===== config.mk =====
export PLATFORM = sky130hd
export DESIGN_NAME = serial_adder
export DESIGN_NICKNAME = d
export VERILOG_FILES = /design/src/rtl/serial_alu_pkg.sv /design/src/rtl/serial_adder_full_adder.sv /design/src/rtl/serial_adder.sv
export SDC_FILE = /design/constraint.sdc
export NUM_CORES = 1
export LEC_CHECK = 0
export ABC_CLOCK_PERIOD_IN_PS = 3390
export CAP_MARGIN = 10
export CELL_PAD_IN_SITES_DETAIL_PLACEMENT = 1
export CELL_PAD_IN_SITES_GLOBAL_PLACEMENT = 2
export CORE_ASPECT_RATIO = 2
export CORE_UTILIZATION = 36
export CTS_CLUSTER_DIAMETER = 60
export DETAILED_ROUTE_END_ITERATION = 8
export PLACE_DENSITY_LB_ADDON = 0.05
export SYNTH_ARGS = -nofsm -noshare
export SYNTH_HDL_FRONTEND = slang
export SYNTH_SLANG_ARGS = --single-unit

===== constraint.sdc =====
create_clock -name clk -period 3.39 [get_ports clk]
set_input_delay 0.678 -clock clk [delete_from_list [all_inputs] [get_ports clk]]
set_output_delay 0.678 -clock clk [all_outputs]
set_load 0.1 [all_outputs]

===== src/rtl/serial_alu_pkg.sv =====
// Shared definitions for the bit-serial ALU units (adder and subtractor).
package serial_alu_pkg;

  // Control states of the serial datapath sequencer
  typedef enum logic [1:0] {
    IDLE  = 2'd0,
    SHIFT = 2'd1,
    DONE  = 2'd2
  } state_t;

  // Operand width both serial units default to, so they stay interchangeable
  localparam int DEFAULT_WIDTH = 8;

endpackage


===== src/rtl/serial_adder_full_adder.sv =====
// Single-bit full adder cell; the only arithmetic in the serial adder.
module full_adder (
  input  logic In_A,
  input  logic In_B,
  input  logic Carry_in,
  output logic Sum,
  output logic Carry_out
);

  // Sum is the parity of the three inputs, carry is their majority
  always_comb begin
    Sum       = In_A ^ In_B ^ Carry_in;
    Carry_out = (In_A & In_B) | (In_A & Carry_in) | (In_B & Carry_in);
  end

endmodule


===== src/rtl/serial_adder.sv =====
// Bit-serial adder: one full-adder cell, WIDTH cycles per add, start/done handshake.
module serial_adder
  import serial_alu_pkg::*;
#(
  parameter int WIDTH = DEFAULT_WIDTH
) (
  input  logic             clk,
  input  logic             rst_n,
  input  logic             start,
  input  logic [WIDTH-1:0] In_A,
  input  logic [WIDTH-1:0] In_B,
  input  logic             Carry_in,
  output logic             busy,
  output logic             done,
  output logic [WIDTH-1:0] Sum,
  output logic             Carry_out
);

  // One extra counter bit keeps WIDTH=1 from collapsing to a zero-width counter
  localparam int CW  = $clog2(WIDTH) + 1;
  // The partial-sum register only needs the bits already produced before the last one
  localparam int SRW = (WIDTH > 1) ? WIDTH - 1 : 1;

  state_t           state_reg;
  state_t           state_next;
  logic [WIDTH-1:0] a_sr;
  logic [WIDTH-1:0] b_sr;
  logic [SRW-1:0]   sum_sr;
  logic [SRW-1:0]   sum_sr_next;
  logic [WIDTH-1:0] sum_shift;
  logic             c_reg;
  logic [CW-1:0]    bit_cnt;
  logic [WIDTH-1:0] sum_reg;
  logic             carry_out_reg;
  logic             fa_sum;
  logic             fa_carry;
  logic             last_bit;

  full_adder u_full_adder (
    .In_A      (a_sr[0]),
    .In_B      (b_sr[0]),
    .Carry_in  (c_reg),
    .Sum       (fa_sum),
    .Carry_out (fa_carry)
  );

  // New sum bit enters at the MSB; earlier bits slide toward the LSB
  generate
    if (WIDTH == 1) begin : g_w1
      assign sum_shift   = fa_sum;
      assign sum_sr_next = 1'b0;
    end else begin : g_wn
      assign sum_shift   = {fa_sum, sum_sr};
      assign sum_sr_next = sum_shift[WIDTH-1:1];
    end
  endgenerate

  assign last_bit = (bit_cnt == CW'(WIDTH - 1));

  // State register
  always_ff @(posedge clk or negedge rst_n) begin
    if (!rst_n) begin
      state_reg <= IDLE;
    end else begin
      state_reg <= state_next;
    end
  end

  // Next-state logic; start only matters while idle
  always_comb begin
    state_next = state_reg;
    case (state_reg)
      IDLE:    if (start) state_next = SHIFT;
      SHIFT:   if (last_bit) state_next = DONE;
      DONE:    state_next = IDLE;
      default: state_next = IDLE;
    endcase
  end

  // Status outputs decoded from the state
  always_comb begin
    busy = (state_reg != IDLE);
    done = (state_reg == DONE);
  end

  // Operand capture on accept, then one bit of addition per SHIFT cycle
  always_ff @(posedge clk or negedge rst_n) begin
    if (!rst_n) begin
      a_sr    <= '0;
      b_sr    <= '0;
      sum_sr  <= '0;
      c_reg   <= 1'b0;
      bit_cnt <= '0;
    end else begin
      case (state_reg)
        IDLE: begin
          if (start) begin
            a_sr    <= In_A;
            b_sr    <= In_B;
            c_reg   <= Carry_in;
            bit_cnt <= '0;
          end
        end
        SHIFT: begin
          a_sr    <= a_sr >> 1;
          b_sr    <= b_sr >> 1;
          sum_sr  <= sum_sr_next;
          c_reg   <= fa_carry;
          bit_cnt <= bit_cnt + 1'b1;
        end
        default: ;
      endcase
    end
  end

  // Result registers update only when the final bit is produced, then hold
  always_ff @(posedge clk or negedge rst_n) begin
    if (!rst_n) begin
      sum_reg       <= '0;
      carry_out_reg <= 1'b0;
    end else if (state_reg == SHIFT && last_bit) begin
      sum_reg       <= sum_shift;
      carry_out_reg <= fa_carry;
    end
  end

  assign Sum       = sum_reg;
  assign Carry_out = carry_out_reg;

endmodule


==> results of run 1 <==
[worst paths after layout]
check,depth (start not counted),slack (ns),to,start
max reg2reg,4,1.39,Sum[7],state_reg[1]
max in group asynchronous,1,2.34,a_sr[4],rst_n
min in group asynchronous,1,0.50,b_sr[3],rst_n
min,2,0.49,b_sr[6],b_sr[6]
max,1,0.92,Sum[3],Sum[3]
min reg2reg,2,0.49,b_sr[6],b_sr[6]
[per-stage QoR]
stage	setup slack [ns]	cell area, um^2	utilization	hold slack [ns]
global placement	1.26	1980	0.455	0.465
detailed placement	1.23	1980	0.455	0.477
finish	0.916	2090	0.482	0.487
CTS	0.892	2090	0.482	0.494
global route	0.851	2090	0.482	0.514
floorplan	0.753	1640	-	0.382
[final cells by class]
class | count | share of cell area
clock inverters | 2 | 0.0167
clock buffers | 6 | 0.0395
inverters | 2 | 0.00359
well taps | 54 | 0.0323
repair buffers | 34 | 0.145
flip-flops and latches | 39 | 0.466
multi-input cells | 91 | 0.297
[placed cells by master (no fill, tap or decap), types with 2 or more instances in the layout]
| cell type | n |
|---|---|
| buf_4 | 13 |
| nand2_1 | 23 |
| mux2_2 | 17 |
| nand3_1 | 2 |
| inv_1 | 2 |
| nor2_1 | 2 |
| a22oi_1 | 14 |
| clkbuf_8 | 6 |
| dfrtp_1 | 39 |
| o21ai_0 | 19 |
| nor2b_1 | 2 |
| clkdlybuf4s50_1 | 20 |
| a21oi_1 | 2 |
[cell usage after synthesis]
cell type	instances
a21oi_1	2
nand2_1	23
or2_2	1
o311ai_0	1
buf_2	2
fa_1	1
mux2_2	17
o21ai_0	19
inv_1	2
nor2_1	2
and3b_1	1
nor3_4	1
nand2b_1	1
nor2b_1	2
clkbuf_1	6
ha_1	1
o21bai_1	1
a22o_1	1
dfrtp_1	39
a22oi_1	14
a2bb2oi_1	1
nand3_1	2
[report_power, final]
part	total [mW]	switching, mW	internal, mW
Clock	0.396	0.158	0.238
Combinational	1.05	0.694	0.360
Sequential	0.799	0.138	0.661
Total	2.25	0.989	1.26
[routing by layer]
metal / global-route usage / vias up
met5: 0 / -
li1: - / 558
met3: 0.0438 / 8
met2: 0.304 / 23
met4: 0.0901 / 0
met1: 0.185 / 607
[kinds of logic after synthesis]
| kind of cell | count (synthesis) | synth area share |
|---|---|---|
| AO/OA/AOI/OAI | 39 | 0.149 |
| AND/OR/NAND/NOR | 33 | 0.0940 |
| adder cells (fa/ha/maj) | 2 | 0.0199 |
| buffers and inverters | 10 | 0.0244 |
| flip-flops | 39 | 0.596 |
| multiplexers | 17 | 0.117 |
==> metrics.txt, run 1 <==
Max Slew Vio Count 0; top cell type by total area after synthesis dfrtp_1; Sequential Area around 1000 um^2; Critical Path Fanout Max 2; Worst Clk Skew 0.00292 ns; clk slew on worst S/H paths ~0.070 ns; top sig layer met4; total nets after synthesis 162; worst-path cell chain clkdlybuf4s50_1; Detail Route Antenna Nets 0; htree depth 2; Core Box Area 4340 um^2; synthesis-stage register bit count 39; IO Count 31; root buffer cell clkbuf_8; Initial Util 0.377; CP top delay family buffers and inverters; crit-path max cell delay ~1.2 ns; Slew @ Worst Pin 0.981 ns; WL/cell 15.9 um; via count about 1200; Final HPWL DP around 2500 um; Met1 Routed Length about 1400 um; Hold Buf Count CTS 0; Max VDD drop between 700 and 800 uV; Tcrit/Tclk final 0.730; status finished clean; initial DRC count 25; CTS tree done; met2 routed WL 2050 um; crit path capture type output port; Filler cells 494; Setup TNS 0 ns; first-pass GRT wire length around 6300 um; DIE WIDTH about 50 um; clk_lat worst skew a little under 0.3 ns; Worst path slowest cell clkdlybuf4s50_1; total power about 2.2 mW; Seq/Total Area, Yosys 0.596; WP data required 2.71 ns; setup bufs post-CTS 0; endpoints failing setup 0; Max Fclk approximately 0.4 GHz; Hold Crit Class flop to flop; full die area ~4800 um^2; DR DRC count 0; Setup CP Type flop to output port; placed insts 220; Yosys warning count 0; WL final between 3000 and 4000 um; Fin. Hold Viols 0; cell area power density about 1100 nW/um^2; initial antenna violation count 0; Detailed Routing Iterations Pass 1 4; post-CTS sizing 0; Die Y slightly below 100 um; Mapped Cells 140; mapped cell area 1640 um^2; Overflow after GRT 0; syn_area_per_cell 11.7 um^2; Min Clock Period, post-route between 2 and 2.5 ns; # nets final approximately 200; max cap viols 0; largest cells by area after synthesis dfrtp_1 (60%), mux2_2 (12%), a22oi_1 (6.4%); diode count 0; unrepaired setup endpoints after global routing false; synth-to-layout area growth 27.8%; Via density between 5 and 6; WP data arrival approximately 1.8 ns; Startpoint Class flop; Total GRT Usage 0.174; area of the multi-input gates about 620 um^2; clock sinks 39; clk buf depth 2; Buf+Inv Stages, Crit Path 1; PortBufs 30; routability cong. 0.691; distinct cell type count after synthesis 22; max_slew headroom 0.344; Layout Cells excl Fill roughly 230; Synth top area share 0.596; row count 34; met3 routed WL roughly 130 um; largest net degree at the start of global routing 40; CTS buffer count 5; vias in the first global route 1286; layout cell share with drive strength beyond 1 0.236; P_leak just over 0.9 nW
(Power assumes the default switching activity.)
==> run 2, diff against run 1 <==
- ABC_CLOCK_PERIOD_IN_PS: 3390 -> 2300
- CORE_UTILIZATION: 36 -> 33
- clock period: 3.39 -> 2.3 ns (I/O delays scaled with it)
==> metrics.txt, run 2 (synthesized netlist as in run 1, its figures left out) <==
status finished clean; initial antenna violation count 0 (unchanged); # nets final 196 (+0.51%); cell area power density 1540 nW/um^2 (+44%); synth-to-layout area growth 28.2%; most common cell after layout, fill and taps aside dfrtp_1; CTS tree done; Core Box Area 4690 um^2 (+8.0%); r2r setup slk 0.52 ns (-0.87 ns); Setup TNS 0 ns (unchanged); Via density 5.23 (-0.21%); DR DRC count 0 (unchanged); largest net degree at the start of global routing 40 (unchanged); post-CTS sizing 0 (unchanged); layout cell share with drive strength beyond 1 0.257 (+0.0215); Setup CP Type flop to output port; Detailed Routing Iterations Pass 1 4 (unchanged); clock sinks 39 (unchanged); P_leak 0.912 nW (-0.41%); PortBufs 30 (unchanged); commonest non-fill, non-tap cells in the layout dfrtp_1 (39), nand2_1 (23), o21ai_0 (19); IO Count 31 (unchanged); initial DRC count 21 (-16%); root buffer cell clkbuf_8; Die Y 102 um (+4.4%); clk_lat worst skew 0.29 ns (about the same); Total GRT Usage 0.173 (-0.000624); WL final 3850 um (+5.8%); crit-path max cell delay 0.54 ns (-0.61 ns); DIE WIDTH 51.8 um (+4.3%); Final Util 0.448 (-0.0343); Tcrit/Tclk final 0.815; max_slew headroom 0.411 (+0.0665); crit path capture type output port; Critical Path Fanout Max 14 (+12); clk buf depth 2 (unchanged); Fin. Hold Viols 0 (unchanged); Max Fclk 0.533 GHz; WL/cell 16.7 um (+4.9%); Final HPWL DP 2750 um (+9.8%); row count 35 (+2.9%); max cap viols 0 (unchanged); Hold Buf Count CTS 0 (unchanged); Startpoint Class flop; r2r endpoint Sum[5]; endpoints failing setup 0 (unchanged); routability cong. 0.760 (+10%); WP data arrival 1.41 ns (-0.39 ns); Worst path slowest cell dfrtp_1; Overflow after GRT 0 (unchanged); first-pass GRT wire length 6610 um (+5.3%); Max Slew Vio Count 0 (unchanged); diode count 0 (unchanged); WP data required 1.84 ns (-0.87 ns); via count 1204 (+0.67%); htree depth 2 (unchanged); Worst R2R Start state_reg[0]; Worst Clk Skew 0.00571 ns (+0.00279 ns); clk slew on worst S/H paths 0.08 ns (about the same); Initial Util 0.350 (-0.0279); Reg2Reg Depth 3 (-1); CTS buffer count 5 (unchanged); unrepaired setup endpoints after global routing false; worst-path cell chain or2_2 -> buf_12; vias in the first global route 1357 (+5.5%); Slew @ Worst Pin 0.884 ns (-0.0966 ns); Min Clock Period, post-route approximately 1.9 ns; Hold Crit Class input port to asynchronous set/reset pin; full die area 5270 um^2 (+8.8%); setup bufs post-CTS 0 (unchanged); Max VDD drop 946 uV (+25%); Detail Route Antenna Nets 0 (unchanged)
==> run 2: power breakdown <==
group          total (mW)  leakage [nW]  switching, mW  internal, mW
clock network       0.471        0.0408          0.254         0.217
registers            1.20         0.500          0.222         0.973
logic                1.58         0.371           1.02         0.560
==> run 2: through the flow <==
step	hold slack [ns]	cells	power, mW	setup slack (ns)	cell area (um^2)
floorplan	0.164	140	2.34	0.395	1640
global placement	0.465	222	2.75	0.540	2010
detailed placement	0.476	222	2.81	0.487	2010
CTS	0.306	230	3.32	0.387	2100
global route	0.369	230	3.46	0.356	2100
finish	0.281	230	3.24	0.425	2100
==> run 2: final cells by class <==
class | instances | area (um^2)
inverters | 2 | 7.51
well taps | 55 | 68.8
clock inverters | 3 | 23.8
clock buffers | 5 | 68.8
multi-input cells | 91 | 624
fillers | 517 | 2590
repair buffers | 35 | 330
flip-flops and latches | 39 | 976
==> run 2: how the worst max path moves through the flow <==
stage / end / cells past startpoint / start
6_report: busy / 2 / state_reg[0]
5_1_grt: busy / 2 / state_reg[0]
4_1_cts: busy / 2 / state_reg[0]
3_5_place_dp: Sum[5] / 3 / state_reg[0]
3_3_place_gp: a_sr[0] / 5 / start
2_1_floorplan: done / 2 / state_reg[1]
==> run 2: worst max-delay path: cells and delay by family, from the launching register on <==
family	cells	cell delay, ns
flops	1	0.54
buf+inv	1	0.18
simple gates	1	0.40
==> run 2: metal layers <==
metal  global-route usage  vias to the layer above  part of all wire
li1                     -                      561                 -
met1                0.187                      614              0.38
met4               0.0686                        0             0.019
met5                    0                        -                 0
met2                0.320                       22              0.57
met3               0.0330                        7             0.034
==> run 3, diff against run 2 <==
- ABC_CLOCK_PERIOD_IN_PS: 2300 -> 1600
- CORE_UTILIZATION: 33 -> 30
- clock period: 2.3 -> 1.6 ns (I/O delays scaled with it)
==> metrics.txt, run 3 (synthesized netlist as in run 1, its figures left out) <==
layout cell share with drive strength beyond 1 0.284 (+0.0270); Initial Util 0.316 (-0.0337); first-pass GRT wire length 6430 um (-2.7%); Final Util 0.441 (-0.00719); max cap viols 0 (unchanged); Via density 5.05 (-3.5%); P_leak 0.991 nW (+8.7%); DIE WIDTH 54.2 um (+4.7%); Min Clock Period, post-route between 1.5 and 2 ns; synth-to-layout area growth 39.6%; row count 37 (+5.7%); WL final 3890 um (+1.2%); Setup CP Type flop to output port; Detailed Routing Iterations Pass 1 4 (unchanged); CTS tree done; WP data required 1.28 ns (-0.56 ns); Max VDD drop 1370 uV (+44%); Detail Route Antenna Nets 0 (unchanged); Max Slew Vio Count 0 (unchanged); initial DRC count 32 (+52%); Fin. Hold Viols 0 (unchanged); clock group share of total power 0.125 (-0.020); Reg power frac 0.343 (-0.026); Core Box Area 5180 um^2 (+11%); routability cong. 0.710 (-6.5%); P_sw 2.18 mW (+46%); Gate power share 0.531 (+0.045); initial antenna violation count 0 (unchanged); Hold WS 0.0810 ns (-0.200 ns); Switching Share 0.433 (-0.0272); DR DRC count 0 (unchanged); Max Fclk about 0.66 GHz; unrepaired setup endpoints after global routing false; area of the multi-input gates 632 um^2 (+1.2%); status finished clean; clk_lat worst skew 0.29 ns (about the same); diode count 0 (unchanged); Hold Crit Class input port to asynchronous set/reset pin; Filler cells 562 (+8.7%); IO Count 31 (unchanged); max_slew headroom 0.663 (+0.253); cell area power density 2210 nW/um^2 (+43%); endpoints failing setup 0 (unchanged); Post-DP Area 2190 um^2 (+8.9%); Slew @ Worst Pin 0.505 ns (-0.379 ns); WP data arrival 1.19 ns (-0.22 ns); Setup TNS 0 ns (unchanged); largest net degree at the start of global routing 40 (unchanged); Tcrit/Tclk final 0.942; via count 1218 (+1.2%); full die area 5780 um^2 (+9.7%); most common cell after layout, fill and taps aside dfrtp_1; Sequential Area 977 um^2 (+0.13%); PortBufs 30 (unchanged); WL/cell 16.2 um (-3.4%); Total GRT Usage 0.157 (-0.0168); Worst Clk Skew 0.00645 ns (+0.000735 ns); crit path capture type output port; Pint 2.86 mW (+63%); Final HPWL DP 2780 um (+1.1%); vias in the first global route 1393 (+2.7%); cell area after layout 2290 um^2 (+8.9%); Die Y 106 um (+4.8%); Startpoint Class flop; Critical Path Fanout Max 6 (-8); Overflow after GRT 0 (unchanged); root buffer cell clkbuf_8; commonest non-fill, non-tap cells in the layout dfrtp_1 (38), nand2_1 (23), o21ai_0 (19); htree depth 2 (unchanged); Reg2Reg Depth 5 (+2); clk buf depth 2 (unchanged); clk slew on worst S/H paths 0.08 ns (about the same); CTS buffer count 5 (unchanged); # nets final 204 (+4.1%); clock sinks 39 (unchanged)
==> run 3: metal layers <==
metal | vias to the layer above | wire length (um) | GRT usage
met5 | - | 0 | 0
met4 | 0 | 51 | 0.0604
met3 | 4 | 145 | 0.0443
met2 | 25 | 2190 | 0.271
met1 | 614 | 1510 | 0.169
li1 | 575 | - | -
==> run 3: metrics by stage <==
stage / std cells / setup slack, ns / total power [mW]
floorplan: 140 / 0.132 / 3.38
global placement: 231 / 0.0280 / 4.34
detailed placement: 231 / -0.0671 / 4.42
CTS: 240 / 0.0385 / 5.10
global route: 241 / 0.000801 / 5.37
finish: 241 / 0.0935 / 5.04
==> run 3: power by group through the flow <==
stage | logic (mW) | clock network (mW) | registers (mW)
final | 2.68 | 0.632 | 1.73
after global routing | 2.87 | 0.707 | 1.79
after CTS | 2.69 | 0.669 | 1.74
after detailed placement | 2.64 | 0 | 1.78
after global placement | 2.59 | 0 | 1.75
after floorplan | 1.04 | 0 | 2.33
==> run 3: critical path, stage by stage, from the launching register on <==
cell and delay, ns:
dfrtp_1 0.40, buf_4 0.16, nor2b_4 0.16, buf_12 0.18
==> run 3: repair_timing <==
item | in CTS | in global routing
buffers inserted | 1 | 1
setup endpoints to repair | 2 | 2
gates resized for setup | 1 | 1
hold buffers | 0 | 0
==> run 3: layout make-up <==
class	count	share of cell area
Clock buffer	7	0.0334
Tap cell	58	0.0317
Sequential cell	39	0.427
Timing Repair Buffer	43	0.226
Clock inverter	1	0.00219
Inverter	2	0.00328
Multi-Input combinational cell	91	0.276
==> run 3: path summary, 6_finish.rpt <==
path	end	slack (ns)	start
min reg2reg	b_sr[6]	0.49	b_sr[6]
min	b_sr[4]	0.08	rst_n
max reg2reg	Sum[6]	0.11	bit_cnt[0]
max	done	0.09	state_reg[1]
min in group clk	b_sr[6]	0.49	b_sr[6]
max in group asynchronous	state_reg[0]	1.14	rst_n
